<file path="config.mk">
export PLATFORM = sky130hd
export DESIGN_NAME = ttl_decimal_keypad_encoder
export DESIGN_NICKNAME = d
export VERILOG_FILES = /design/src/rtl/ttl_decimal_keypad_encoder_pkg.sv /design/src/rtl/ttl_priority_encoder_10to4.sv /design/src/rtl/ttl_decimal_keypad_encoder.sv
export SDC_FILE = /design/constraint.sdc
export NUM_CORES = 1
export LEC_CHECK = 0
export CAP_MARGIN = 10
export CORE_ASPECT_RATIO = 1.1
export CORE_MARGIN = 10
export CORE_UTILIZATION = 35
export DETAILED_ROUTE_END_ITERATION = 10
export PLACE_DENSITY = 0.56
export SLEW_MARGIN = 25
export SYNTH_ARGS = -nofsm -noshare
export SYNTH_HDL_FRONTEND = slang
export SYNTH_SLANG_ARGS = --single-unit
</file>
<file path="constraint.sdc">
create_clock -name Clk -period 2.4 [get_ports Clk]
set_clock_uncertainty 0.2 [all_clocks]
set_input_delay 0.48 -clock Clk [delete_from_list [all_inputs] [get_ports Clk]]
set_output_delay 0.48 -clock Clk [all_outputs]
set_load 0.03 [all_outputs]
</file>
<file path="src/rtl/ttl_decimal_keypad_encoder_pkg.sv">
// Shared FSM state encoding and constants for the decimal keypad encoder.
// Used by both the top level and the bench.
package ttl_decimal_keypad_encoder_pkg;

  typedef enum logic [1:0] {
    IDLE     = 2'd0,
    DEBOUNCE = 2'd1,
    HELD     = 2'd2,
    RELEASE  = 2'd3
  } state_t;

  localparam int          NUM_LINES = 10;
  localparam logic [9:0]  SYNC_IDLE = 10'h3FF;

endpackage

</file>
<file path="src/rtl/ttl_priority_encoder_10to4.sv">
// Combinational 10-line active-low priority encoder; line 9 wins.
// Reports code 0 when no line is asserted.
module ttl_priority_encoder_10to4 (
  input  logic [9:0] in,
  output logic [3:0] code,
  output logic       any
);

  always_comb begin
    code = 4'd0;
    any  = ~&in;
    // Ascending scan so the highest-numbered asserted line is the last write.
    for (int i = 0; i < 10; i++) begin
      if (!in[i]) code = 4'(i);
    end
  end

endmodule

</file>
<file path="src/rtl/ttl_decimal_keypad_encoder.sv">
// Clocked 10-line-to-BCD keypad encoder: synchronizer, priority encode,
// press/release debounce FSM, and a valid/ack output handshake with overrun.
module ttl_decimal_keypad_encoder
  import ttl_decimal_keypad_encoder_pkg::*;
#(
  parameter int DEBOUNCE_CYCLES = 4,
  parameter int DELAY_RISE      = 0,
  parameter int DELAY_FALL      = 0
) (
  input  logic       Clk,
  input  logic       Clear_bar,
  input  logic [9:0] D_bar,
  input  logic       Ack,
  output logic [3:0] Q,
  output logic       Valid,
  output logic       Overrun,
  output logic       Pressed,
  output logic [1:0] o_dbg_state
);

  // Handshake: Valid rises on each accepted press and holds until an Ack
  // cycle with no simultaneous accept. An accept while Valid is already set
  // and not acknowledged that cycle sets sticky Overrun; the newest Q wins.

  localparam int CNT_W = $clog2(DEBOUNCE_CYCLES + 1);
  localparam logic [CNT_W-1:0] CNT_MAX = CNT_W'(DEBOUNCE_CYCLES);

  // Output delays are zero-time in hardware; only their legality is checked.
  generate
    if (DEBOUNCE_CYCLES < 1 || DELAY_RISE < 0 || DELAY_FALL < 0) begin : g_bad_param
      $error("ttl_decimal_keypad_encoder: illegal parameter value");
    end
  endgenerate

  logic [9:0]       r_sync1;
  logic [9:0]       r_sync2;
  state_t           r_state;
  state_t           w_state_nxt;
  logic [CNT_W-1:0] r_cnt;
  logic [CNT_W-1:0] w_cnt_nxt;
  logic [3:0]       r_cand;
  logic [3:0]       w_cand_nxt;
  logic             w_accept;
  logic [3:0]       w_code;
  logic             w_any;
  logic [3:0]       r_q;
  logic             r_valid;
  logic             r_overrun;
  logic             r_pressed;

  always_ff @(posedge Clk or negedge Clear_bar) begin
    if (!Clear_bar) begin
      r_sync1 <= SYNC_IDLE;
      r_sync2 <= SYNC_IDLE;
    end else begin
      r_sync1 <= D_bar;
      r_sync2 <= r_sync1;
    end
  end

  ttl_priority_encoder_10to4 u_enc (
    .in   (r_sync2),
    .code (w_code),
    .any  (w_any)
  );

  always_ff @(posedge Clk or negedge Clear_bar) begin
    if (!Clear_bar) begin
      r_state <= IDLE;
      r_cnt   <= '0;
      r_cand  <= 4'd0;
    end else begin
      r_state <= w_state_nxt;
      r_cnt   <= w_cnt_nxt;
      r_cand  <= w_cand_nxt;
    end
  end

  always_comb begin
    w_state_nxt = r_state;
    w_cnt_nxt   = r_cnt;
    w_cand_nxt  = r_cand;
    w_accept    = 1'b0;
    case (r_state)
      IDLE: begin
        if (w_any) begin
          w_state_nxt = DEBOUNCE;
          w_cand_nxt  = w_code;
          w_cnt_nxt   = CNT_W'(1);
        end
      end
      DEBOUNCE: begin
        if (!w_any || (w_code != r_cand)) begin
          w_state_nxt = IDLE;
          w_cnt_nxt   = '0;
        end else if (r_cnt == CNT_MAX) begin
          w_accept    = 1'b1;
          w_state_nxt = HELD;
          w_cnt_nxt   = '0;
        end else begin
          w_cnt_nxt = r_cnt + CNT_W'(1);
        end
      end
      HELD: begin
        // Code changes while held are ignored; only a full release re-arms.
        if (!w_any) begin
          w_state_nxt = RELEASE;
          w_cnt_nxt   = CNT_W'(1);
        end
      end
      RELEASE: begin
        if (w_any) begin
          w_state_nxt = HELD;
          w_cnt_nxt   = '0;
        end else if (r_cnt == CNT_MAX) begin
          w_state_nxt = IDLE;
          w_cnt_nxt   = '0;
        end else begin
          w_cnt_nxt = r_cnt + CNT_W'(1);
        end
      end
      default: begin
        w_state_nxt = IDLE;
        w_cnt_nxt   = '0;
      end
    endcase
  end

  always_ff @(posedge Clk or negedge Clear_bar) begin
    if (!Clear_bar) begin
      r_q       <= 4'd0;
      r_valid   <= 1'b0;
      r_overrun <= 1'b0;
      r_pressed <= 1'b0;
    end else begin
      r_pressed <= (w_state_nxt == HELD) || (w_state_nxt == RELEASE);
      if (w_accept) begin
        r_q     <= r_cand;
        r_valid <= 1'b1;
        if (r_valid && !Ack) r_overrun <= 1'b1;
      end else if (Ack) begin
        r_valid   <= 1'b0;
        r_overrun <= 1'b0;
      end
    end
  end

  assign Q           = r_q;
  assign Valid       = r_valid;
  assign Overrun     = r_overrun;
  assign Pressed     = r_pressed;
  assign o_dbg_state = r_state;

endmodule

</file>
==> run_results.csv, run 1 <==
group,metric,value,unit
power,pwr-share-clk,26.7,%
sta,worstMarginPinSlew,0.5708,ns
sta,finalCriticalPeriod,2.254,ns
sta,slew_headroom,61.65,%
synth,avgSynthCellArea,12.14,um2
layout,final_core_util,44.00,%
floorplanning,die_y,89.07,um
layout,final_nets,166,
power,intPower,1039,uW
worst_setup_path,path_delay_family,"buffers and inverters",
power,report.power.total,1546,uW
synth,syn_area,1518,um2
power,seq_power_share,49.7,%
power,ir_drop,0.0004672,V
global_route,grt_pass1_wl,5478,um
global_route,grtUsageMet3,3.421,%
power,power.leakage,0.0007701,uW
clock_tree,cts-root-buf,"clkbuf_8",
floorplanning,die_width,82.79,um
route,wl_per_cell,15.04,um
clock_tree,ctsLongestPathBuffers,2,
route,drtIter0Drc,64,
placed_design,gp_congestion,0.8041,
worst_hold_path,hold_path_depth,0,
layout,register_area,900.9,um2
worst_setup_path,cp_num_buf_inv,1,
route,via_count,1075,
synth,yosys.area.top_type,"dfstp_2",
synth,ys_seq_area_share,59.36,%
clock_tree,post_cts_buffers,0,
worst_setup_path,endpoint_kind,"output port",
power,p_sw,507.3,uW
route,dr.pass1.iters,4,
synth,yosysUniqueCellTypes,44,
clock_tree,cts_buffers,5,
floorplanning,core,4254,um2
floorplanning,start_util,35.68,%
power,power_switching_share,32.81,%
floorplanning,ios,22,
global_route,grt_pass1_vias,1176,
power,p_comb_share,23.7,%
layout,multi_input_area,590.6,um2
worst_setup_path,crit_fanout,14,
worst_setup_path,cp.required,1.72,ns
clock_tree,clkSinkCount,35,
worst_setup_path,critPathKind,"reg2out",
worst_setup_path,path_cells,"clkdlybuf4s50_1",
global_route,grt.met2_usage,15.66,%
route,ant_nets,0,
sta,holdWs,0.1563,ns
worst_hold_path,min-delay-start,"r_sync1[5]",
worst_setup_path,slowest_stage,"clkdlybuf4s50_1",
global_route,grt_max_degree,36,
power,powerDensity,826.1,nW/um2
layout,syn2layout_area_growth,23.33,%
sta,finalCritPeriodShare,93.93,%
synth,ys_ff_latch,35,
synth,yosysWarnings,0,
clock_tree,cts.repair.resized,0,
clock_tree,clk_pin_slew,0.07,ns
synth,synth_top_area_share,34.62,%
synth,synthCells,125,
sta,hold_viol_final,0,
sta,rsz0062_at_grt,"no",
global_route,overflow,0,
global_route,use_met1,10.89,%
synth,synth.area.top_cells,"dfstp_2, dfrtp_1, nand2_1",
global_route,antenna_found_initial,0,
clock_tree,htreeDepth,2,
floorplanning,fp.dieArea,7373,um2
sta,slew_viol_final,0,
job,max_cap_violations,0,
route,via_per_inst,5.218,
worst_setup_path,cp-startpoint,"o_dbg_state[0]",
worst_setup_path,worstPathArrival,1.57,ns
worst_setup_path,cp.depth,1,
layout,num-fill-cells,424,
worst_setup_path,start_kind,"flip-flop",
worst_setup_path,ff2ff_path_depth,5,
placed_design,portBuffers,21,
layout,final_area,1872,um2
clock_tree,postCtsHoldBufs,0,
synth,synth_nets,140,
route,drc,0,
route,wl,3099,um
layout,drive_gt1_share,24.34,%
global_route,track_usage,9.553,%
worst_setup_path,r2r-start,"r_sync2[5]",
outcome,status,"completed",
sta,setup_violations,0,
worst_setup_path,cpPeakStageDelay,0.74,ns
worst_hold_path,hold_path.class,"reg2reg",
layout,antenna_cells,0,
clock_tree,clock_latency,0.28,ns
placed_design,hpwl,2267,um
sta,setup-tns-final,0,ns
sta,timing.fmax,0.4436,GHz
clock_tree,cts_tree,"done",
floorplanning,rows,25,
placed_design,place_area,1788,um2
global_route,grt-busiest-layer,"met2",
-- synthesized netlist by cell type (all sizes together) --
cell type,number
a21oi,2
a311oi,1
nor3b,1
o211ai,1
or2,1
inv,3
and2,4
nor2b,2
nand4,7
a311o,1
o2111ai,1
nand3,5
or3,1
clkbuf,2
mux2i,1
ha,2
xor2,1
a22oi,1
and4,3
o31ai,3
a21bo,1
o21ai,3
nand2,16
o311ai,1
buf,1
a31oi,5
and4b,1
nor2,2
a21o,1
a21boi,1
a2bb2oi,1
and3b,1
dfstp,20
nand2b,4
mux2,4
and3,1
o22ai,1
o211a,1
o41ai,1
nor3,1
dfrtp,15
-- stage by stage --
stage | cells | setup WS (ns)
after floorplan | 125 | 0.3054
after global placement | 198 | 0.2577
after detailed placement | 198 | 0.2258
after CTS | 206 | 0.1285
after global routing | 206 | 0.06690
final | 206 | 0.1458
-- kinds of logic after synthesis --
logic type / Yosys count / synth area share (%)
adders and majority gates: 2 / 1.649
muxes: 5 / 3.627
AOI/OAI and AO/OA: 26 / 13.85
buffers and inverters: 6 / 1.732
and+or+nand+nor: 50 / 19.21
xor gates and xnor gates: 1 / 0.5772
DFF: 35 / 59.36
-- sequential cells by signal, summed over array words and instances, names as in the netlist --
name and cells:
Pressed 1, r_sync2 10, r_cand 4, r_sync1 10
Valid 1, Q 4, Overrun 1, o_dbg_state 1
r_cnt 3
-- per-layer routing --
layer	vias to the layer above	routed length [um]
li1	515	-
met1	527	1316
met2	29	1523
met3	4	197
met4	0	61
met5	-	0
-- path summary, 6_finish.rpt --
check	endpoint	slack (ns)
setup / recovery	o_dbg_state[0]	0.15
hold / removal	r_sync2[5]	0.16
setup reg to reg	Q[3]	0.22
hold reg to reg	r_sync2[5]	0.16
max in group asynchronous	r_sync2[8]	1.25
min in group asynchronous	Overrun	0.40
-- final cells by class --
class                      instances  share of cell area [%]
tap                               54                   3.610
inverter                           3                  0.6016
clock buffer                       6                   3.877
sequential                        35                   48.13
multi-input combinational         84                   31.55
clock inverter                     2                  0.6016
timing repair buffer              22                   11.63
-- power groups by stage --
| stage | logic (uW) | clock network, uW | registers (uW) |
|---|---|---|---|
| 2_1_floorplan | 271 | 0 | 756 |
| 3_3_place_gp | 364 | 0 | 773 |
| 3_5_place_dp | 369 | 0 | 780 |
| 4_1_cts | 371 | 432 | 768 |
| 5_1_grt | 415 | 451 | 786 |
| 6_report | 366 | 412 | 768 |
-- cells in the final DEF, fill, tap and decap left out, types with 3 or more instances in the layout --
master and n:
and2_1 4, a31oi_1 5, nand3_1 5, clkbuf_8 5, o31ai_1 3, nand4_1 6
clkdlybuf4s50_1 21, nand2_1 16, dfrtp_1 15, inv_1 3, nand2b_1 4, mux2_2 4
dfstp_2 20
Power figures use the tool's default switching activity.
==> run 2, diff against run 1 <==
Settings changed: TNS_END_PERCENT from default to 100.
==> results of run 2 <==
Same layout as run 1: the final DEF is identical, and so are final timing and power.
==> run 3, diff against run 2 <==
Settings changed: CAP_MARGIN 10 to 20.
==> results of run 3 <==
Same layout as run 1: the final DEF is identical, and so are final timing and power.
